<file path="src/rtl/lamp_pkg.sv">
// rtl/lamp_pkg.sv - shared states, mode codes and lamp patterns for the lamp sequencer
package lamp_pkg;

  typedef enum logic [2:0] {
    S_IDLE = 3'd0,
    S_L1   = 3'd1,
    S_L2   = 3'd2,
    S_L3   = 3'd3,
    S_R1   = 3'd4,
    S_R2   = 3'd5,
    S_R3   = 3'd6,
    S_HAZ  = 3'd7
  } state_t;

  localparam logic [1:0] MODE_IDLE  = 2'd0;
  localparam logic [1:0] MODE_LEFT  = 2'd1;
  localparam logic [1:0] MODE_RIGHT = 2'd2;
  localparam logic [1:0] MODE_HAZ   = 2'd3;

  localparam logic [2:0] LAMP_OFF  = 3'b000;
  localparam logic [2:0] LAMP_ONE  = 3'b001;
  localparam logic [2:0] LAMP_TWO  = 3'b011;
  localparam logic [2:0] LAMP_FULL = 3'b111;

  // Background pattern for a side the active sweep is not using.
  function automatic logic [2:0] idle_side(input logic brake_q);
    return brake_q ? LAMP_FULL : LAMP_OFF;
  endfunction

endpackage

</file>
<file path="src/rtl/lamp_prescaler.sv">
// rtl/lamp_prescaler.sv - free-running step prescaler, tick on the last count
module lamp_prescaler #(
  parameter int TICK_DIV = 4
) (
  input  logic clk,
  input  logic rst,
  output logic tick
);

  localparam int CW = $clog2(TICK_DIV);
  localparam logic [CW-1:0] LAST = CW'(TICK_DIV - 1);

  logic [CW-1:0] count;

  always_ff @(posedge clk) begin
    if (rst || count == LAST) count <= '0;
    else                      count <= count + 1'b1;
  end

  assign tick = (count == LAST);

endmodule

</file>
<file path="src/rtl/lamp_sequencer.sv">
// rtl/lamp_sequencer.sv - turn/hazard lamp sweep FSM with brake overlay
module lamp_sequencer
  import lamp_pkg::*;
#(
  parameter int TICK_DIV = 4
) (
  input  logic       clk,
  input  logic       rst,
  input  logic       turn_left,
  input  logic       turn_right,
  input  logic       emergency,
  input  logic       brake,
  output logic [2:0] left_lamp,
  output logic [2:0] right_lamp,
  output logic [1:0] mode,
  output logic       busy
);

  state_t state;
  logic   brake_q;
  logic   tick;

  lamp_prescaler #(.TICK_DIV(TICK_DIV)) u_prescaler (
    .clk  (clk),
    .rst  (rst),
    .tick (tick)
  );

  always_ff @(posedge clk) begin
    if (rst) begin
      state   <= S_IDLE;
      brake_q <= 1'b0;
    end else begin
      brake_q <= brake;
      if (tick) begin
        case (state)
          S_IDLE: begin
            if (emergency || (turn_left && turn_right)) state <= S_HAZ;
            else if (turn_left)                         state <= S_L1;
            else if (turn_right)                        state <= S_R1;
            else                                        state <= S_IDLE;
          end
          // Emergency preempts any sweep step in progress.
          S_L1:    state <= emergency ? S_HAZ : S_L2;
          S_L2:    state <= emergency ? S_HAZ : S_L3;
          S_L3:    state <= emergency ? S_HAZ : S_IDLE;
          S_R1:    state <= emergency ? S_HAZ : S_R2;
          S_R2:    state <= emergency ? S_HAZ : S_R3;
          S_R3:    state <= emergency ? S_HAZ : S_IDLE;
          default: state <= S_IDLE;
        endcase
      end
    end
  end

  always_comb begin
    left_lamp  = idle_side(brake_q);
    right_lamp = idle_side(brake_q);
    mode       = MODE_IDLE;
    case (state)
      S_L1:  begin left_lamp  = LAMP_ONE;  mode = MODE_LEFT;  end
      S_L2:  begin left_lamp  = LAMP_TWO;  mode = MODE_LEFT;  end
      S_L3:  begin left_lamp  = LAMP_FULL; mode = MODE_LEFT;  end
      S_R1:  begin right_lamp = LAMP_ONE;  mode = MODE_RIGHT; end
      S_R2:  begin right_lamp = LAMP_TWO;  mode = MODE_RIGHT; end
      S_R3:  begin right_lamp = LAMP_FULL; mode = MODE_RIGHT; end
      S_HAZ: begin
        left_lamp  = LAMP_FULL;
        right_lamp = LAMP_FULL;
        mode       = MODE_HAZ;
      end
      default: ;
    endcase
  end

  assign busy = (state != S_IDLE);

endmodule

</file>
<file path="config.mk">
export PLATFORM = sky130hd
export DESIGN_NAME = lamp_sequencer
export DESIGN_NICKNAME = d
export VERILOG_FILES = /design/src/rtl/lamp_pkg.sv /design/src/rtl/lamp_prescaler.sv /design/src/rtl/lamp_sequencer.sv
export SDC_FILE = /design/constraint.sdc
export NUM_CORES = 1
export LEC_CHECK = 0
export CORE_AREA = 10 10 47 49
export DETAILED_ROUTE_END_ITERATION = 8
export DIE_AREA = 0 0 57 59
export HOLD_SLACK_MARGIN = 0.08
export SETUP_SLACK_MARGIN = 0.4
export SLEW_MARGIN = 20
export SYNTH_ARGS = -nofsm -noshare
export SYNTH_HDL_FRONTEND = slang
export SYNTH_HIERARCHICAL = 1
export SYNTH_SLANG_ARGS = --single-unit
</file>
<file path="constraint.sdc">
create_clock -name clk -period 1.22 [get_ports clk]
set_input_delay 0.305 -clock clk [delete_from_list [all_inputs] [get_ports clk]]
set_output_delay 0.305 -clock clk [all_outputs]
set_load 0.02 [all_outputs]
</file>
### Word level (Yosys, flattened, before mapping)

Index checks and enable logic that the tools add are counted.

| word-level totals | value |
|---|---|
| register bits after elaboration | 6 |
| latch bits | 0 |
| RAM bits | 0 |
| ROM bits | 0 |
| input port bits | 6 |
| output and inout port bits | 9 |
| word-level logic and storage cells | 35 |
| memories | 0 |

| cells by class | value |
|---|---|
| add/sub/neg operators | 1 |
| $mul | 0 |
| divide/modulo/power cells | 0 |
| order comparisons | 0 |
| equal/unequal tests | 8 |
| shift-type cells | 0 |
| multiplexer cells | 13 |
| bitwise gates (word level) | 0 |
| reduce and logical (&&, ||, !) cells | 10 |

Operator list:

| kind | count |
|---|---|
| two-way mux 3 bit | 7 |
| one-hot mux 3 bit (3 select lines) | 2 |
| one-hot mux 3 bit (6 select lines) | 1 |
| == test 3 bit (second input constant) | 4 |
| == test 3 x 2 -> 1 bit (second input constant) | 2 |
| one-hot mux 2 bit (3 select lines) | 1 |
| OR reduction 2 bit | 3 |
| OR reduction 3 bit | 2 |
| == test 3 x 1 -> 1 bit (second input constant) | 1 |
| logical NOT 3 bit | 1 |
| nonzero test 3 bit | 1 |
| adder 2 x 1 -> 2 bit (second input constant) | 1 |
| == test 2 bit (second input constant) | 1 |
| logical OR 1 bit | 2 |
| two-way mux 2 bit | 1 |
| logical AND 1 bit | 1 |
| two-way mux 1 bit | 1 |

### Longest topological paths before layout

Gate-level depths: netlist (run 1).

| logic depth | value |
|---|---|
| word-level depth | 4 |
| mapped depth | 4 |
| depth with buffers taken out | 4 |

### By module

Netlist (run 1), hierarchy kept.

By module, submodules not included:

| module | times used | cells an instance | area an instance (um^2) | seq. area each (um^2) |
|---|---|---|---|---|
| lamp_sequencer | 1 | 42 | 327.8 | 80.1 |
| lamp_prescaler | 1 | 5 | 75.1 | 40.0 |

### Worst setup path after synthesis (run 1)

OpenSTA, ideal clock, no wires.

| timing | value |
|---|---|
| path type | reg2out |
| start | reg state[1] |
| end | out left_lamp[0] |
| data arrival time | 1.145 ns |
| data required time | 0.915 ns |
| path slack | -0.230 ns |
| cell stages (with the launch flop) | 5 |
| path buffers | 1 |
| cells stage by stage | dfxtp_1 buf_2 nor2_2 o21ai_1 or2_1 |

| on the way | value |
|---|---|
| word-level cells in the longest chain between the ends | 3 |
| elaborated cells between the ends (all ways) | 6 |
| classes of those cells | eq/ne (4); mux (1); reduce/logical (1) |

RTL lines:

| item | line | source |
|---|---|---|
| from (decl) | lamp_sequencer.sv:19 | `state_t state;` |
| from (signal assigned) | lamp_sequencer.sv:44 | `S_L1: state <= emergency ? S_HAZ : S_L2;` |
| from (signal assigned) | lamp_sequencer.sv:45 | `S_L2: state <= emergency ? S_HAZ : S_L3;` |
| from (signal assigned) | lamp_sequencer.sv:46 | `S_L3: state <= emergency ? S_HAZ : S_IDLE;` |
| == test 3 bit or == test 3 x 2 -> 1 bit (tied branches) | lamp_sequencer.sv:60 | `case (state)` |
| OR reduction 2 bit (no source line) | - |  |
| one-hot mux 3 bit (3 select lines) (*) | lamp_sequencer.sv:60 |  |
| to (decl) | lamp_sequencer.sv:13 | `output logic [2:0] left_lamp,` |

Every way passes the cells marked *; elsewhere a longest branch is shown, timed or not.

### Worst setup path in the final report (run 1)

Same ends and word-level chain as after synthesis.

==> Implementation_results.wiki, run 1 <==
{| class="wikitable"
! Metric !! Value
|-
| Die Footprint || 3360 um^2
|-
| Effective utilization at floorplan || 0.287
|-
| Final Hold Slack || 0.501 ns
|-
| Clock Root Buffer || clkbuf_4
|-
| Clk Latency, worst-skew pair || 0.24 ns
|-
| Worst setup SP type || register
|-
| Post-detailed-route DRC marker count || 0
|-
| Number of max-slew violations in the final report || 0
|-
| Cell variety after synth || 31
|-
| Least-Margin Pin Slew || 0.218 ns
|-
| Adder-cell area share of the yosys netlist || 0.0311
|-
| First-pass GRT wire length || 2.20 mm
|-
| Final estimated routing congestion in global placement || 0.802
|-
| Cell Area, Placed || 634 um^2
|-
| Leading cell type in the layout, fill and taps excluded || buf_6
|-
| Final Cycle Share || 1.21
|-
| Boundary pin count || 15
|-
| Reg2Reg Capture Point || state[0]
|-
| Worst hold start || rst
|-
| Flop-to-flop setup slack || 0.03 ns
|-
| TritonCTS sink count || 6
|-
| Drt via density || 5.03
|-
| Area fraction in compound gates after synthesis || 0.255
|-
| RR Startpoint || state[2]
|-
| Maximum vdd ir drop || 541 uV
|-
| Deepest clock path buffer count || 2
|-
| Shortest clock period the worst path allows after layout || 1.48 ns
|-
| Count of hold-fix buffers inserted at cts || 0
|-
| Ratio of cells with drive above 1 in the final layout || 0.676
|-
| Mapped Avg Cell Area || 8.57 um^2
|-
| Buffers plus inverters on the worst setup path || 1
|-
| RSZ-0062 raised after global routing || true
|-
| Total Nets Final || 83
|-
| Placeable Area || 1400 um^2
|-
| Total length of routed wires || 1.27 mm
|-
| Maximum level of the CTS H-tree || 1
|-
| Synthesized-area fraction occupied by and/or/nand/nor cells || 0.301
|-
| Post-synthesis share of cell area spent on xor and xnor gates || 0
|-
| WL per Instance || 14.1 um
|-
| Maximum number of pins on one net before global-route repair || 9
|-
| Worst path required time || 0.91 ns
|-
| Share of synthesized area spent on multiplexers || 0.0280
|-
| CP Capture Type || output pin
|-
| Worst hold endpoint || state[2]
|-
| Pwr dens || 927 nW/um^2
|-
| Ant. Diodes || 0
|-
| Flop and latch count out of synthesis || 6
|-
| Clock transition at path regs || 0.05 ns
|-
| Vertical die dimension || 59 um
|-
| Number of cell rows || 14
|-
| Post-route design area || 802 um^2
|-
| Global-route total usage across every layer || 0.0806
|-
| Status || finished, violations left
|-
| Portion of the post-synthesis area used by sequential elements || 0.298
|-
| Failing checks || negative setup slack
|-
| CP max stage delay || 0.36 ns
|-
| First-pass iteration count of the detailed router || 4
|-
| Cell count after synthesis || 47
|-
| Via count of the first global-routing pass || 492
|-
| Leakage || 0.363 nW
|-
| Fillers || 131
|-
| Half-perimeter wire length of the detailed placement result || 858 um
|-
| Horiz. Die Dim || 57 um
|-
| Number of buffers inserted by port buffering || 14
|-
| Area growth from synthesis to layout || 99.1%
|-
| Cell with the biggest individual delay on the critical path || dfxtp_4
|-
| Highest fanout seen on the critical path || 5
|-
| Number of warning messages in the yosys log || 6
|-
| Leftover overflow at the end of global routing || 0
|-
| Combinational family with the most area after synthesis || simple AND/OR/NAND/NOR gates
|-
| Hold/Removal Path Class || input pin to register
|-
| Peak clock frequency supported by timing || 677 MHz
|-
| PnR Total Power || 0.000743 W
|-
| CTS tree || built
|-
| Instance count along the most critical hold path || 3
|-
| Cell class contributing the biggest share of worst-path delay || simple AND/OR/NAND/NOR gates
|-
| Final hold vios || 0
|-
| Cells along the critical path || nor2_4 > o21ai_4 > or2_4 > buf_6
|-
| Antenna violations before repair || 0
|-
| Most used cells in the layout excluding fill and tap cells || buf_6 (13), buf_4 (9), dfxtp_4 (4)
|-
| Rel. slew slack || 0.854
|-
| Post-Synthesis Cell Area || 403 um^2
|-
| Path depth of the worst reg2reg path || 5
|-
| Layout Skew || 0.00285 ns
|-
| CTS buffer count || 3
|-
| Data arrival at the endpoint of the critical path || 1.17 ns
|-
| Total number of vias || 453
|-
| DRT iter0 DRCs || 5
|-
| Syn_nets || 54
|-
| Critical setup path kind || register to output pin
|-
| Setup violators final || 8
|-
| Remaining number of nets flagged by the antenna check after routing || 0
|-
| Fin worst setup slack || -0.257 ns
|-
| Max-Cap Viols || 0
|}
==> worst min-delay path, cell delays in order <==
cell and delay, ns:
dlygate4sd2_1 0.23, buf_6 0.13, a21oi_2 0.03
==> synthesized netlist by cell type <==
cell type,number,share of area
dfxtp_1,6,0.30
a21oi_1,3,0.037
nand2_1,3,0.028
nand2b_1,3,0.047
a31o_1,2,0.043
inv_1,2,0.019
nor2b_1,2,0.031
nor3b_1,2,0.037
o21ai_1,2,0.025
a211o_1,1,0.022
a21boi_0,1,0.019
a21o_1,1,0.019
a21oi_2,1,0.022
a31oi_1,1,0.016
buf_2,1,0.012
buf_4,1,0.019
buf_6,1,0.028
clkbuf_1,1,0.0093
ha_1,1,0.031
mux2_2,1,0.028
nand2b_4,1,0.034
nor2_1,1,0.0093
nor2_2,1,0.016
nor3_1,1,0.012
nor3_2,1,0.025
nor3b_2,1,0.031
o21ai_0,1,0.012
o21bai_1,1,0.019
o32ai_1,1,0.022
or2_1,1,0.016
or2_2,1,0.016
==> cell type report <==
type                            count  area [um^2]  area share
Timing Repair Buffer               28          284       0.354
Sequential cell                     6          136       0.170
Multi-Input combinational cell     35          329       0.410
Clock buffer                        3         22.5      0.0281
Tap cell                           16         20.0      0.0250
Inverter                            2         10.0      0.0125
==> registers in the layout, summed over array words and instances (netlist names) <==
signal             cells
state                  3
u_prescaler/count      2
brake_q                1
==> report_power, final <==
group	internal, W	switching, W	total, W
logic	0.000188	0.000138	0.000326
registers	0.000212	0.0000247	0.000237
clock network	0.000111	0.0000693	0.000180
==> repair_timing <==
item,4_1_cts,5_1_grt
gates resized for setup,74,6
endpoints found under the setup margin,15,13
setup buffers,5,2
pin swaps,5,2
==> worst max-delay path by stage <==
stage	endpoint	depth (start not counted)	slack, ns	from
6_report	left_lamp[0]	4	-0.26	state[1]
5_1_grt	left_lamp[0]	4	-0.31	state[1]
4_1_cts	left_lamp[0]	4	-0.24	state[1]
3_5_place_dp	left_lamp[0]	4	-0.46	state[0]
3_3_place_gp	left_lamp[0]	4	-0.46	state[1]
2_1_floorplan	left_lamp[0]	4	-0.009	state[0]
==> layer usage <==
layer | vias up | global-route usage | part of all wire
li1 | 220 | - | -
met1 | 214 | 0.0813 | 0.40
met2 | 17 | 0.140 | 0.51
met3 | 2 | 0.0343 | 0.076
met4 | 0 | 0.0403 | 0.015
met5 | - | 0 | 0
==> through the flow <==
stage               std cells  setup WS, ns  utilization  setup TNS, ns
floorplan                  47      -0.00938            -       -0.00938
global placement           80        -0.461        0.453          -3.73
detailed placement         80        -0.462        0.453          -3.75
CTS                        88        -0.244        0.546          -1.41
global route               90        -0.314        0.572          -2.04
finish                     90        -0.257        0.572          -1.55
==> logic make-up (layout without fill, tap and decap cells) <==
kind of cell | Yosys count | count (layout)
AND/OR/NAND/NOR | 18 | 18
AO/OA/AOI/OAI | 15 | 15
flip-flops | 6 | 6
buffers and inverters | 6 | 33
adder cells (fa/ha/maj) | 1 | 1
multiplexers | 1 | 1
Note: power is estimated with default switching activity, not from simulation.
==> inputs of run 2 (changes only) <==
SKIP_CTS_REPAIR_TIMING = 1   (was unset)
==> Implementation_results.wiki, run 2 (synthesis gave the netlist of run 1 again) <==
{| class="wikitable"
! Metric !! Value
|-
| Maximum vdd ir drop || 449 uV (-17%)
|-
| Via count of the first global-routing pass || 445 (-9.6%)
|-
| Status || finished, violations left
|-
| Total length of routed wires || 1.17 mm (-8.1%)
|-
| First-pass iteration count of the detailed router || 3 (-1)
|-
| Reg with most FFs || state
|-
| Die Footprint || 3360 um^2 (unchanged)
|-
| Final estimated routing congestion in global placement || 0.802 (unchanged)
|-
| Rel. slew slack || 0.843 (-0.0118)
|-
| Pwr dens || 945 nW/um^2 (+2.0%)
|-
| CP Capture Type || output pin
|-
| Most used cells in the layout excluding fill and tap cells || buf_6 (11), buf_4 (10), a21oi_2 (4), dfxtp_4 (4)
|-
| Total Nets Final || 81 (-2.4%)
|-
| Drt via density || 4.95 (-1.6%)
|-
| Finished Core Util || 0.538 (-0.0339)
|-
| Data arrival at the endpoint of the critical path || 1.17 ns (about the same)
|-
| Global-route total usage across every layer || 0.0689 (-0.0117)
|-
| Max-Cap Viols || 0 (unchanged)
|-
| Post-detailed-route DRC marker count || 0 (unchanged)
|-
| Reg2Reg Capture Point || state[1]
|-
| Clock Root Buffer || clkbuf_4
|-
| Number of max-slew violations in the final report || 0 (unchanged)
|-
| Clock transition at path regs || 0.05 ns (about the same)
|-
| Post-place setup slack || -0.462 ns (unchanged)
|-
| Critical setup path kind || register to output pin
|-
| Fillers || 136 (+3.8%)
|-
| Effective utilization at floorplan || 0.287 (unchanged)
|-
| Layout Skew || 0.00197 ns (-0.000876 ns)
|-
| Leading cell type in the layout, fill and taps excluded || buf_6
|-
| Worst hold endpoint || state[2]
|-
| CTS buffer count || 3 (unchanged)
|-
| Fin worst setup slack || -0.255 ns (+0.00131 ns)
|-
| RSZ-0062 raised after global routing || true
|-
| Final Hold Slack || 0.395 ns (-0.107 ns)
|-
| RR Startpoint || state[1]
|-
| Placeable Area || 1400 um^2 (unchanged)
|-
| Leakage || 0.351 nW (-3.1%)
|-
| TritonCTS sink count || 6 (unchanged)
|-
| Largest registers ranked by flip-flop count || state x3, u_prescaler/count x2, brake_q x1
|-
| Sum of met3 wire segment lengths after detailed routing || 85 um (-11%)
|-
| Setup violators final || 9 (+1)
|-
| Maximum number of pins on one net before global-route repair || 9 (unchanged)
|-
| Final hold vios || 0 (unchanged)
|-
| First-pass GRT wire length || 1.92 mm (-13%)
|-
| Worst setup SP type || register
|-
| Final Cycle Share || 1.21 (about the same)
|-
| Number of cell rows || 14 (unchanged)
|-
| Peak clock frequency supported by timing || 678 MHz (about the same)
|-
| Least-Margin Pin Slew || 0.236 ns (+0.0176 ns)
|-
| Flop-to-flop setup slack || 0.09 ns (+0.06 ns)
|-
| Maximum level of the CTS H-tree || 1 (unchanged)
|-
| Ant. Diodes || 0 (unchanged)
|-
| Instance count along the most critical hold path || 3 (unchanged)
|-
| Uppermost layer routed || met4
|-
| CP max stage delay || 0.36 ns (about the same)
|-
| Failing checks || negative setup slack
|-
| DRT iter0 DRCs || 4 (-1)
|-
| Cell with the biggest individual delay on the critical path || dfxtp_4
|-
| Cell class contributing the biggest share of worst-path delay || simple AND/OR/NAND/NOR gates
|-
| Area growth from synthesis to layout || 87.3%
|-
| Half-perimeter wire length of the detailed placement result || 858 um (unchanged)
|-
| Flip-flop count of the largest register after layout || 3 (unchanged)
|-
| Number of buffers inserted by port buffering || 14 (unchanged)
|-
| Cells along the critical path || nor2_4 > o21ai_4 > or2_4 > buf_6
|-
| Clk Latency, worst-skew pair || 0.24 ns (about the same)
|-
| Met2 Wirelength || 532 um (-17%)
|-
| Worst path required time || 0.91 ns (about the same)
|-
| Deepest clock path buffer count || 2 (unchanged)
|-
| Vertical die dimension || 59 um (unchanged)
|-
| Leftover overflow at the end of global routing || 0 (unchanged)
|-
| Shortest clock period the worst path allows after layout || 1.48 ns (-0.00131 ns)
|-
| Routed metal-1 wire length || 532 um (+4.3%)
|-
| Highest fanout seen on the critical path || 5 (unchanged)
|-
| Horiz. Die Dim || 57 um (unchanged)
|-
| Boundary pin count || 15 (unchanged)
|-
| Path depth of the worst reg2reg path || 4 (-1)
|-
| WL per Instance || 13.3 um (-6.0%)
|-
| Ratio of cells with drive above 1 in the final layout || 0.653 (-0.0229)
|-
| CTS tree || built
|-
| Buffers plus inverters on the worst setup path || 1 (unchanged)
|-
| Antenna violations before repair || 0 (unchanged)
|-
| Hold/Removal Path Class || input pin to register
|-
| Total number of vias || 436 (-3.8%)
|-
| Remaining number of nets flagged by the antenna check after routing || 0 (unchanged)
|-
| Worst hold start || rst
|}
run 2: per-layer routing:
layer  track usage  up-vias
li1              -      217
met1        0.0813      202
met2         0.101       15
met3        0.0300        2
met4        0.0403        0
met5             0        -
run 2: area by class of cell:
cell class	instances	area, um^2	area share
multi-input combinational	35	312	0.413
tap	16	20.0	0.0265
timing repair buffer	26	256	0.340
inverter	2	7.51	0.00995
sequential	6	136	0.181
clock buffer	3	22.5	0.0299
run 2: how the worst max path moves through the flow:
stage,startpoint,to,slack [ns],cells past startpoint
after floorplan,state[0],left_lamp[0],-0.009,4
final,state[1],left_lamp[0],-0.26,4
after global placement,state[1],left_lamp[0],-0.46,4
after global routing,state[1],left_lamp[0],-0.30,4
after detailed placement,state[0],left_lamp[0],-0.46,4
after CTS,state[0],left_lamp[0],-0.73,4
run 2: where the power goes:
part	total [W]	internal, W	switching, W
Combinational	0.000295	0.000169	0.000126
Sequential	0.000237	0.000212	0.0000248
Clock	0.000181	0.000111	0.0000701
Total	0.000713	0.000492	0.000221
run 2: through the flow:
stage                     cell area (um^2)  power, W  TNS (ns)  instances
after floorplan                        460  0.000392  -0.00938         47
after global routing                   754  0.000759     -1.82         88
after CTS                              657  0.000681     -5.77         83
final                                  754  0.000713     -1.39         88
after global placement                 634  0.000492     -3.73         80
after detailed placement               634  0.000494     -3.75         80
run 2: worst reg2reg max path: stages, from the launching register on:
cell	delay, ns
dfxtp_4	0.36
buf_4	0.16
a211o_1	0.28
a21oi_2	0.14
o32ai_1	0.08
